File: src/rtl/img_stream_pkg.sv
// Shared types, default geometry and helper functions for the image stream source.
package img_stream_pkg;

  typedef enum logic [2:0] {
    IDLE,
    HBLANK,
    ACTIVE,
    VTAIL,
    END,
    GAP
  } state_t;

  localparam int C_PIX_W            = 8;
  localparam int C_DEF_IMG_WIDTH    = 640;
  localparam int C_DEF_IMG_HEIGHT   = 480;
  localparam int C_DEF_H_BLANK      = 5;
  localparam int C_DEF_V_TAIL       = 5;
  localparam int C_DEF_FRAME_GAP    = 16;
  localparam int C_DEF_ADDR_W       = 19;

  // Number of cycles per_img_vsync stays high for one frame.
  function automatic int frame_vsync_cycles(input int w, input int h, input int hb, input int vt);
    return h * (hb + w) + vt;
  endfunction

  function automatic int max_of4(input int a, input int b, input int c, input int d);
    int m;
    m = a;
    if (b > m) m = b;
    if (c > m) m = c;
    if (d > m) m = d;
    return m;
  endfunction

endpackage

File: src/rtl/img_stream_timing.sv
// Frame sequencer: walks blank/active/tail/gap phases and generates the
// linear read address, internal vsync, pre-href and the frame_done pulse.
module img_stream_timing
  import img_stream_pkg::*;
#(
  parameter int C_IMG_WIDTH  = C_DEF_IMG_WIDTH,
  parameter int C_IMG_HEIGHT = C_DEF_IMG_HEIGHT,
  parameter int C_H_BLANK    = C_DEF_H_BLANK,
  parameter int C_V_TAIL     = C_DEF_V_TAIL,
  parameter int C_FRAME_GAP  = C_DEF_FRAME_GAP,
  parameter int C_ADDR_W     = C_DEF_ADDR_W
) (
  input  logic                clk,
  input  logic                rst,
  input  logic                i_start,
  input  logic                i_cont,
  output logic                o_busy,
  output logic                o_frame_done,
  output logic                o_vsync,
  output logic                o_pre_href,
  output logic [C_ADDR_W-1:0] o_addr
);

  localparam int C_CNT_MAX = max_of4(C_IMG_WIDTH, C_H_BLANK, C_V_TAIL, C_FRAME_GAP);
  localparam int C_CNT_W   = $clog2(C_CNT_MAX + 1);
  localparam int C_ROW_W   = $clog2(C_IMG_HEIGHT + 1);

  localparam logic [C_CNT_W-1:0] C_HB_LAST  = C_CNT_W'(C_H_BLANK - 1);
  localparam logic [C_CNT_W-1:0] C_ACT_LAST = C_CNT_W'(C_IMG_WIDTH - 1);
  localparam logic [C_CNT_W-1:0] C_VT_LAST  = C_CNT_W'(C_V_TAIL - 1);
  localparam logic [C_CNT_W-1:0] C_GAP_LAST = C_CNT_W'(C_FRAME_GAP - 1);
  localparam logic [C_ROW_W-1:0] C_ROW_LAST = C_ROW_W'(C_IMG_HEIGHT - 1);

  state_t                r_state;
  state_t                w_state_nxt;
  logic [C_CNT_W-1:0]    r_cnt;
  logic [C_ROW_W-1:0]    r_row;
  logic [C_ADDR_W-1:0]   r_pix;
  logic [C_ADDR_W-1:0]   r_addr_hold;
  logic                  w_frame_start;

  always_ff @(posedge clk or posedge rst) begin
    if (rst) begin
      r_state <= IDLE;
    end else begin
      r_state <= w_state_nxt;
    end
  end

  always_comb begin
    w_state_nxt = r_state;
    unique case (r_state)
      IDLE:    if (i_start) w_state_nxt = HBLANK;
      HBLANK:  if (r_cnt == C_HB_LAST) w_state_nxt = ACTIVE;
      ACTIVE:  if (r_cnt == C_ACT_LAST) w_state_nxt = (r_row == C_ROW_LAST) ? VTAIL : HBLANK;
      VTAIL:   if (r_cnt == C_VT_LAST) w_state_nxt = END;
      END:     w_state_nxt = i_cont ? GAP : IDLE;
      GAP:     if (r_cnt == C_GAP_LAST) w_state_nxt = HBLANK;
      default: w_state_nxt = IDLE;
    endcase
  end

  assign w_frame_start = ((r_state == IDLE) || (r_state == GAP)) && (w_state_nxt == HBLANK);

  // One phase counter shared by every timed state; it restarts on each state change.
  always_ff @(posedge clk or posedge rst) begin
    if (rst) begin
      r_cnt       <= '0;
      r_row       <= '0;
      r_pix       <= '0;
      r_addr_hold <= '0;
    end else begin
      if ((r_state == IDLE) || (w_state_nxt != r_state)) begin
        r_cnt <= '0;
      end else begin
        r_cnt <= r_cnt + 1'b1;
      end

      if ((r_state == IDLE) || (r_state == GAP)) begin
        r_row <= '0;
        r_pix <= '0;
        if (w_frame_start) begin
          r_addr_hold <= '0;
        end
      end else if (r_state == ACTIVE) begin
        r_pix       <= r_pix + 1'b1;
        r_addr_hold <= r_pix;
        if (w_state_nxt == HBLANK) begin
          r_row <= r_row + 1'b1;
        end
      end
    end
  end

  assign o_vsync      = (r_state == HBLANK) || (r_state == ACTIVE) || (r_state == VTAIL);
  assign o_pre_href   = (r_state == ACTIVE);
  assign o_frame_done = (r_state == END);
  assign o_busy       = (r_state != IDLE);
  assign o_addr       = (r_state == ACTIVE) ? r_pix : r_addr_hold;

endmodule

File: src/rtl/img_stream_src.sv
// Frame-to-stream transmitter: sequences ROM reads and re-times them onto the
// per_img_vsync/href/gray video interface through a two-stage alignment pipeline.
module img_stream_src
  import img_stream_pkg::*;
#(
  parameter int C_IMG_WIDTH  = C_DEF_IMG_WIDTH,
  parameter int C_IMG_HEIGHT = C_DEF_IMG_HEIGHT,
  parameter int C_H_BLANK    = C_DEF_H_BLANK,
  parameter int C_V_TAIL     = C_DEF_V_TAIL,
  parameter int C_FRAME_GAP  = C_DEF_FRAME_GAP,
  parameter int C_ADDR_W     = C_DEF_ADDR_W
) (
  input  logic                clk,
  input  logic                rst,
  input  logic                start,
  input  logic                cont,
  output logic                busy,
  output logic                frame_done,
  output logic                mem_rd_en,
  output logic [C_ADDR_W-1:0] mem_rd_addr,
  input  logic [C_PIX_W-1:0]  mem_rd_data,
  output logic                per_img_vsync,
  output logic                per_img_href,
  output logic [C_PIX_W-1:0]  per_img_gray
);

  logic               w_vsync_p0;
  logic               w_href_p0;
  logic               w_busy_fsm;
  logic               w_start;
  logic               r_vsync_p1;
  logic               r_href_p1;
  logic               r_vsync_p2;
  logic               r_href_p2;
  logic [C_PIX_W-1:0] r_gray_p2;

  // The sequencer returns to IDLE two cycles before the video outputs drain;
  // a start arriving in that window is still "while busy" and is dropped.
  assign w_start = start & ~r_vsync_p1 & ~r_vsync_p2;

  img_stream_timing #(
    .C_IMG_WIDTH  (C_IMG_WIDTH),
    .C_IMG_HEIGHT (C_IMG_HEIGHT),
    .C_H_BLANK    (C_H_BLANK),
    .C_V_TAIL     (C_V_TAIL),
    .C_FRAME_GAP  (C_FRAME_GAP),
    .C_ADDR_W     (C_ADDR_W)
  ) u_timing (
    .clk          (clk),
    .rst          (rst),
    .i_start      (w_start),
    .i_cont       (cont),
    .o_busy       (w_busy_fsm),
    .o_frame_done (frame_done),
    .o_vsync      (w_vsync_p0),
    .o_pre_href   (w_href_p0),
    .o_addr       (mem_rd_addr)
  );

  assign mem_rd_en = w_href_p0;

  // p1: ROM read latency; p2: output register with gray gated by p1 href.
  always_ff @(posedge clk or posedge rst) begin
    if (rst) begin
      r_vsync_p1 <= 1'b0;
      r_href_p1  <= 1'b0;
      r_vsync_p2 <= 1'b0;
      r_href_p2  <= 1'b0;
      r_gray_p2  <= '0;
    end else begin
      r_vsync_p1 <= w_vsync_p0;
      r_href_p1  <= w_href_p0;
      r_vsync_p2 <= r_vsync_p1;
      r_href_p2  <= r_href_p1;
      r_gray_p2  <= r_href_p1 ? mem_rd_data : '0;
    end
  end

  assign busy          = w_busy_fsm | r_vsync_p1 | r_vsync_p2;
  assign per_img_vsync = r_vsync_p2;
  assign per_img_href  = r_href_p2;
  assign per_img_gray  = r_gray_p2;

endmodule

File: config.mk
export PLATFORM = sky130hd
export DESIGN_NAME = img_stream_src
export DESIGN_NICKNAME = d
export VERILOG_FILES = /design/src/rtl/img_stream_pkg.sv /design/src/rtl/img_stream_timing.sv /design/src/rtl/img_stream_src.sv
export SDC_FILE = /design/constraint.sdc
export NUM_CORES = 1
export LEC_CHECK = 0
export CAP_MARGIN = 20
export CORE_MARGIN = 10
export CORE_UTILIZATION = 59
export DETAILED_ROUTE_END_ITERATION = 12
export PLACE_DENSITY = 0.84
export SLEW_MARGIN = 15
export SYNTH_ARGS = -nofsm -noshare
export SYNTH_HDL_FRONTEND = slang
export SYNTH_SLANG_ARGS = --single-unit
File: constraint.sdc
create_clock -name clk -period 7.4 [get_ports clk]
set_clock_uncertainty 0.1 [all_clocks]
set_input_delay 1.11 -clock clk [delete_from_list [all_inputs] [get_ports clk]]
set_output_delay 1.11 -clock clk [all_outputs]
set_load 0.01 [all_outputs]
==> flow_metrics.env, run 1 <==
export IMPL_outcome="finished, final reports clean"
export IMPL_route_antenna_remaining_nets=0
export IMPL_worst_path_dominant_cell_family="buffers and inverters"
export IMPL_critical_path_required_ps=6190
export IMPL_gp_congestion=0.811
export IMPL_p_per_area_nw_per_um2=253
export IMPL_root_buffer="sky130_fd_sc_hd__clkbuf_8"
export IMPL_path_type_of_the_worst_min_delay_path="flop to flop"
export IMPL_synth_seq_cells=72
export IMPL_maximum_root_to_sink_buffer_count=2
export IMPL_layout_worst_path_cycle_share_pct=59.4
export IMPL_first_pass_grt_wire_length_um=12800
export IMPL_final_max_slew_violation_count=0
export IMPL_post_synth_edffs=0
export IMPL_crit_start="u_timing.r_state[0]"
export IMPL_worstPathCellList="or3b_1 > inv_1 > nand2_1 > nand2_1 > clkdlybuf4s50_1"
export IMPL_detailedPlacementHpwl_um=5110
export IMPL_seq_area_frac_synth_pct=52.1
export IMPL_critPathMaxStageDelay_ps=810
export IMPL_detail_route_first_pass_iterations=4
export IMPL_post_synth_instance_area_um2=3460
export IMPL_num_io_pins=44
export IMPL_critPathSlowestCell="sky130_fd_sc_hd__or3b_1"
export IMPL_critical_path_class="flop to output pin"
export IMPL_overflow=0
export IMPL_synth_yosys_warnings=0
export IMPL_ff_latch_area_um2=1800
export IMPL_rrSetupSlack_ps=4090
export IMPL_pwr_share_seq_pct=43.3
export IMPL_antenna_diode_count=0
export IMPL_switching_power_uw=374
export IMPL_critical_path_top_cell_by_count="sky130_fd_sc_hd__nand2_1"
export IMPL_num_vias=2715
export IMPL_wl_per_cell_um=16.7
export IMPL_synth_nets=362
export IMPL_postLayoutCellArea_um2=4140
export IMPL_f_max_ghz=0.228
export IMPL_postSynth_topFlopCell="sky130_fd_sc_hd__dfrtp_1"
export IMPL_fillers=400
export IMPL_period_minus_slack_ps=4390
export IMPL_cp_num_buf_inv=2
export IMPL_cts_sink_count=72
export IMPL_rr_endpoint="u_timing.r_addr_hold[12]"
export IMPL_layout_commonest_cell="sky130_fd_sc_hd__nand2_1"
export IMPL_synth_top_area_share_pct=52.1
export IMPL_h_tree_levels=3
export IMPL_antenna_found_initial=0
export IMPL_category_of_the_worst_setup_path_capture_point="output pin"
export IMPL_grt_start_max_net_pins=73
export IMPL_hold_viol_final=0
export IMPL_synth_area_top_cells="sky130_fd_sc_hd__dfrtp_1, sky130_fd_sc_hd__nand2_1, sky130_fd_sc_hd__a22o_2, sky130_fd_sc_hd__nand3_1, sky130_fd_sc_hd__mux2i_1"
export IMPL_multi_input_area_um2=1560
export IMPL_synth_async_sr_flop_share_pct=100
export IMPL_worst_pin_slew_ps=972
export IMPL_cts_hold_buffers_added=0
export IMPL_die_x_um=96.6
export IMPL_rows=27
export IMPL_design_die_area_um2=9330
export IMPL_clock_power_share_pct=30.7
export IMPL_max_slew_margin_vs_limit_pct=35.2
export IMPL_die_y_um=96.6
export IMPL_clk_transition_reported_paths_ps=80
export IMPL_tritoncts="built"
export IMPL_gr_usage_all_layers_pct=17.3
export IMPL_worst_r2r_path_depth=5
export IMPL_start_kind="flop"
export IMPL_initial_utilization_pct=61.7
export IMPL_static_leakage_power_uw=0.00187
export IMPL_wl_um=7790
export IMPL_syn_inst=346
export IMPL_peakVddDrop_v=0.000153
export IMPL_clock_insertion_delay_worst_skew_ps=360
export IMPL_library_cell_with_the_largest_summed_area_after_synthesis="sky130_fd_sc_hd__dfrtp_1"
export IMPL_endpoints_failing_setup=0
export IMPL_fin_setup_tns_ps=0
export IMPL_synth_cell_types=48
export IMPL_biggest_fanout_along_the_worst_timing_path=28
export IMPL_most_common_layout_cells="sky130_fd_sc_hd__nand2_1, sky130_fd_sc_hd__dfrtp_1, sky130_fd_sc_hd__clkdlybuf4s50_1, sky130_fd_sc_hd__nand3_1, sky130_fd_sc_hd__a22o_2"
export IMPL_cap_violations=0
export IMPL_grt_setup_unrepaired="false"
export IMPL_first_global_vias=2661
export IMPL_routed_via_density=5.83
export IMPL_drt_initial_drc_count=172
export IMPL_layout_area_overhead_vs_synth_pct=19.6
export IMPL_power_switching_share_pct=35.8
export IMPL_cp_depth=5
export IMPL_p_int_uw=672
export IMPL_placement_cell_area_um2=3940
export IMPL_critical_path_reg2reg_startpoint="u_timing.r_state[1]"
export IMPL_post_cts_resize_count=0
export IMPL_crit_path_end="mem_rd_addr[6]"
export IMPL_worst_hold_startpoint="r_vsync_p1"
export IMPL_port_buffers=43
export IMPL_cts_setup_buffers=0
export IMPL_cts_bufs_inserted=9
export IMPL_critPathArrivalTime_ps=3180
export IMPL_comb_power_share_pct=25.9
export IMPL_drt_drc_violations_left=0
export IMPL_nets_finish=405
export IMPL_drive_gt1_share_pct=12.2
export IMPL_post_synthesis_mean_instance_area_um2=10.0
export IMPL_core_area_um2=5610
-- worst min path at each step --
stage | end | cells after the start
finish | per_img_vsync | 0
global placement | per_img_vsync | 0
global route | per_img_vsync | 0
floorplan | per_img_vsync | 0
CTS | per_img_vsync | 0
detailed placement | per_img_vsync | 0
-- flip-flops by register name (all words and copies together) (netlist names) --
signal	cells
u_timing.r_addr_hold	19
u_timing.r_row	9
u_timing.r_state	3
per_img_vsync	1
u_timing.r_cnt	10
r_vsync_p1	1
per_img_href	1
r_href_p1	1
per_img_gray	8
u_timing.r_pix	19
-- cell families (layout without fill, tap and decap cells) --
logic type | count (synthesis) | after routing | share of synthesized area, %
and+or+nand+nor | 159 | 159 | 23.0
DFF | 72 | 72 | 52.1
AOI/OAI and AO/OA | 65 | 65 | 14.7
buffers and inverters | 24 | 72 | 2.89
xor gates and xnor gates | 13 | 13 | 3.29
muxes | 9 | 9 | 2.64
adders and majority gates | 4 | 4 | 1.45
-- cells in the mapped netlist (2+ instances only) --
library cell	instances
sky130_fd_sc_hd__and3_1	8
sky130_fd_sc_hd__a22o_2	19
sky130_fd_sc_hd__inv_1	11
sky130_fd_sc_hd__o21ai_0	13
sky130_fd_sc_hd__mux2i_1	8
sky130_fd_sc_hd__o211ai_1	4
sky130_fd_sc_hd__and2_1	11
sky130_fd_sc_hd__or2_2	2
sky130_fd_sc_hd__nor2_1	11
sky130_fd_sc_hd__nand3_1	21
sky130_fd_sc_hd__ha_1	4
sky130_fd_sc_hd__xnor2_1	6
sky130_fd_sc_hd__and4_1	2
sky130_fd_sc_hd__o31ai_1	5
sky130_fd_sc_hd__a22o_1	2
sky130_fd_sc_hd__dfrtp_1	72
sky130_fd_sc_hd__nor2b_1	5
sky130_fd_sc_hd__a21oi_1	12
sky130_fd_sc_hd__nand2_1	73
sky130_fd_sc_hd__xor2_1	7
sky130_fd_sc_hd__clkbuf_1	10
sky130_fd_sc_hd__nor3b_1	3
sky130_fd_sc_hd__nor3_1	3
sky130_fd_sc_hd__nand4_1	9
sky130_fd_sc_hd__buf_2	2
-- routing by layer --
layer | GRT usage [%] | up-vias | wire length [um]
met3 | 4.70 | 11 | 448
met2 | 26.0 | 45 | 3610
met4 | 7.99 | 0 | 123
met5 | 0 | - | 0
li1 | - | 1312 | -
met1 | 22.7 | 1347 | 3610
-- power by group through the flow --
stage | Clock, uW | Combinational (uW) | Sequential [uW]
detailed placement | 0 | 268 | 461
global route | 344 | 298 | 460
global placement | 0 | 264 | 459
finish | 322 | 271 | 453
floorplan | 0 | 188 | 455
CTS | 325 | 269 | 453
-- final cells by class --
class,count,area share [%]
repair buffers,45,10.8
clock buffers,9,2.99
inverters,11,0.998
flip-flops and latches,72,43.5
well taps,72,2.18
clock inverters,7,1.87
multi-input cells,250,37.6
-- per-stage QoR --
stage | util [%] | instances | total power [uW] | hold slack [ps] | setup WS [ps]
final | 73.8 | 466 | 1050 | 282 | 3010
after floorplan | - | 346 | 644 | 255 | 4370
after global routing | 73.8 | 466 | 1100 | 308 | 2880
after global placement | 70.2 | 450 | 723 | 262 | 3500
after detailed placement | 70.2 | 450 | 729 | 267 | 3480
after CTS | 73.8 | 466 | 1050 | 285 | 3050
(Power assumes the default switching activity.)
==> run 2: changes to the inputs <==
- CORE_UTILIZATION: 59 -> 50
- PLACE_DENSITY: 0.84 -> 0.76
- clock period: 7.4 -> 3.7 ns (I/O delays scaled with it)
==> run 2 against run 1 <==
  * Non-clock buffer count increased by 5
  * Die area grew 14%
  * Power is 110% higher
  * Setup slack got worse by 2500 ps
  * First-iteration DRC count fell by 23%
==> flow_metrics.env, run 2 (synthesis gave the netlist of run 1 again) <==
export IMPL_outcome="finished, final reports clean"
export IMPL_layout_area_overhead_vs_synth_pct=22.2
export IMPL_path_type_of_the_worst_min_delay_path="flop to flop"
export IMPL_post_cts_resize_count=0
export IMPL_biggest_fanout_along_the_worst_timing_path=18
export IMPL_drive_gt1_share_pct=13.0
export IMPL_worstPathCellList="or3b_1 > inv_1 > buf_4 > nand2_1 > nand2_1 > clkdlybuf4s50_1"
export IMPL_period_minus_slack_ps=3220
export IMPL_layoutNonFillerInstCount=479
export IMPL_core_area_um2=6760
export IMPL_cts_setup_buffers=0
export IMPL_start_kind="flop"
export IMPL_endpoints_failing_setup=0
export IMPL_rrSetupSlack_ps=880
export IMPL_power_switching_share_pct=32.2
export IMPL_drt_initial_drc_count=132
export IMPL_dpl_cell_count=463
export IMPL_wl_per_cell_um=16.1
export IMPL_critPathArrivalTime_ps=2570
export IMPL_antenna_diode_count=0
export IMPL_grt_setup_unrepaired="false"
export IMPL_port_buffers=43
export IMPL_critical_path_top_cell_by_count="sky130_fd_sc_hd__nand2_1"
export IMPL_worst_r2r_path_depth=6
export IMPL_static_leakage_power_uw=0.00192
export IMPL_fin_setup_tns_ps=0
export IMPL_critPathSlowestCell="sky130_fd_sc_hd__clkdlybuf4s50_1"
export IMPL_die_y_um=103
export IMPL_p_per_area_nw_per_um2=524
export IMPL_cts_bufs_inserted=9
export IMPL_pwr_share_seq_pct=40.9
export IMPL_root_buffer="sky130_fd_sc_hd__clkbuf_8"
export IMPL_detail_route_first_pass_iterations=4
export IMPL_clock_power_share_pct=34.5
export IMPL_peakVddDrop_v=0.000248
export IMPL_hold_viol_final=0
export IMPL_rows=30
export IMPL_drt_drc_violations_left=0
export IMPL_cells_on_worst_hold_path=0
export IMPL_clock_insertion_delay_worst_skew_ps=360
export IMPL_hold_path_endpoint="per_img_vsync"
export IMPL_comb_power_share_pct=24.6
export IMPL_worst_path_dominant_cell_family="buffers and inverters"
export IMPL_p_int_uw=1500
export IMPL_die_x_um=103
export IMPL_switching_power_uw=714
export IMPL_most_common_layout_cells="sky130_fd_sc_hd__nand2_1, sky130_fd_sc_hd__dfrtp_1, sky130_fd_sc_hd__clkdlybuf4s50_1, sky130_fd_sc_hd__nand3_1, sky130_fd_sc_hd__a22o_2"
export IMPL_largest_regs="u_timing.r_addr_hold (19), u_timing.r_pix (19), u_timing.r_cnt (10)"
export IMPL_cap_violations=0
export IMPL_rr_endpoint="u_timing.r_addr_hold[10]"
export IMPL_overflow=0
export IMPL_num_io_pins=44
export IMPL_detailedPlacementHpwl_um=5360
export IMPL_category_of_the_worst_setup_path_capture_point="output pin"
export IMPL_h_tree_levels=3
export IMPL_initial_utilization_pct=51.2
export IMPL_antenna_found_initial=0
export IMPL_worst_hold_startpoint="r_vsync_p1"
export IMPL_maximum_root_to_sink_buffer_count=2
export IMPL_grt_start_max_net_pins=41
export IMPL_gp_congestion=0.855
export IMPL_cts_sink_count=72
export IMPL_cp_num_buf_inv=3
export IMPL_design_die_area_um2=10600
export IMPL_nets_finish=410
export IMPL_cts_hold_buffers_added=0
export IMPL_critPathMaxStageDelay_ps=540
export IMPL_layout_worst_path_cycle_share_pct=87.1
export IMPL_holdWs_ps=280
export IMPL_num_vias=2739
export IMPL_f_max_ghz=0.310
export IMPL_max_slew_margin_vs_limit_pct=43.4
export IMPL_critical_path_class="flop to output pin"
export IMPL_worst_pin_slew_ps=842
export IMPL_first_pass_grt_wire_length_um=13100
export IMPL_first_global_vias=2708
export IMPL_clk_transition_reported_paths_ps=80
export IMPL_routed_via_density=5.72
export IMPL_route_antenna_remaining_nets=0
export IMPL_tritoncts="built"
export IMPL_gr_usage_all_layers_pct=15.7
export IMPL_layout_commonest_cell="sky130_fd_sc_hd__nand2_1"
export IMPL_final_max_slew_violation_count=0
export IMPL_critical_path_required_ps=3040
export IMPL_critical_path_reg2reg_startpoint="u_timing.r_cnt[0]"
export IMPL_wl_um=7730
## run 2: worst max-delay path by stage
stage               slack, ps                 from                       end  depth (start not counted)
floorplan                1220                  rst           per_img_gray[0]                          1
global placement          920                 cont   u_timing.r_addr_hold[6]                          6
detailed placement        850                 cont  u_timing.r_addr_hold[10]                          6
CTS                       450  u_timing.r_state[0]           mem_rd_addr[10]                          6
global route              310  u_timing.r_state[0]           mem_rd_addr[10]                          6
finish                    480  u_timing.r_state[0]           mem_rd_addr[12]                          6
## run 2: stage by stage
step                setup WS, ps  cell area [um^2]  power (uW)  utilization [%]
floorplan                   1220              3460        1290                -
global placement             921              3980        1460             59.0
detailed placement           852              3980        1480             59.0
CTS                          455              4230        2240             62.6
global route                 314              4230        2340             62.6
finish                       476              4230        2220             62.6
## run 2: layer usage
layer,up-vias,part of all wire (%),global-route usage (%)
met5,-,0,0
met4,0,2.8,9.63
met3,16,5.6,3.85
met2,68,46,23.5
met1,1331,46,20.1
li1,1324,-,-
## run 2: layout make-up
type,instances,area (um^2)
well taps,80,100
repair buffers,50,483
clock buffers,11,141
flip-flops and latches,72,1800
clock inverters,5,104
multi-input cells,250,1560
inverters,11,41.3
fillers,553,2530
## run 2: power by group through the flow
stage / combinational [uW] / sequential, uW / clock (uW)
6_report: 546 / 906 / 764
5_1_grt: 613 / 918 / 808
4_1_cts: 560 / 906 / 776
3_5_place_dp: 556 / 920 / 0
3_3_place_gp: 544 / 917 / 0
2_1_floorplan: 377 / 911 / 0
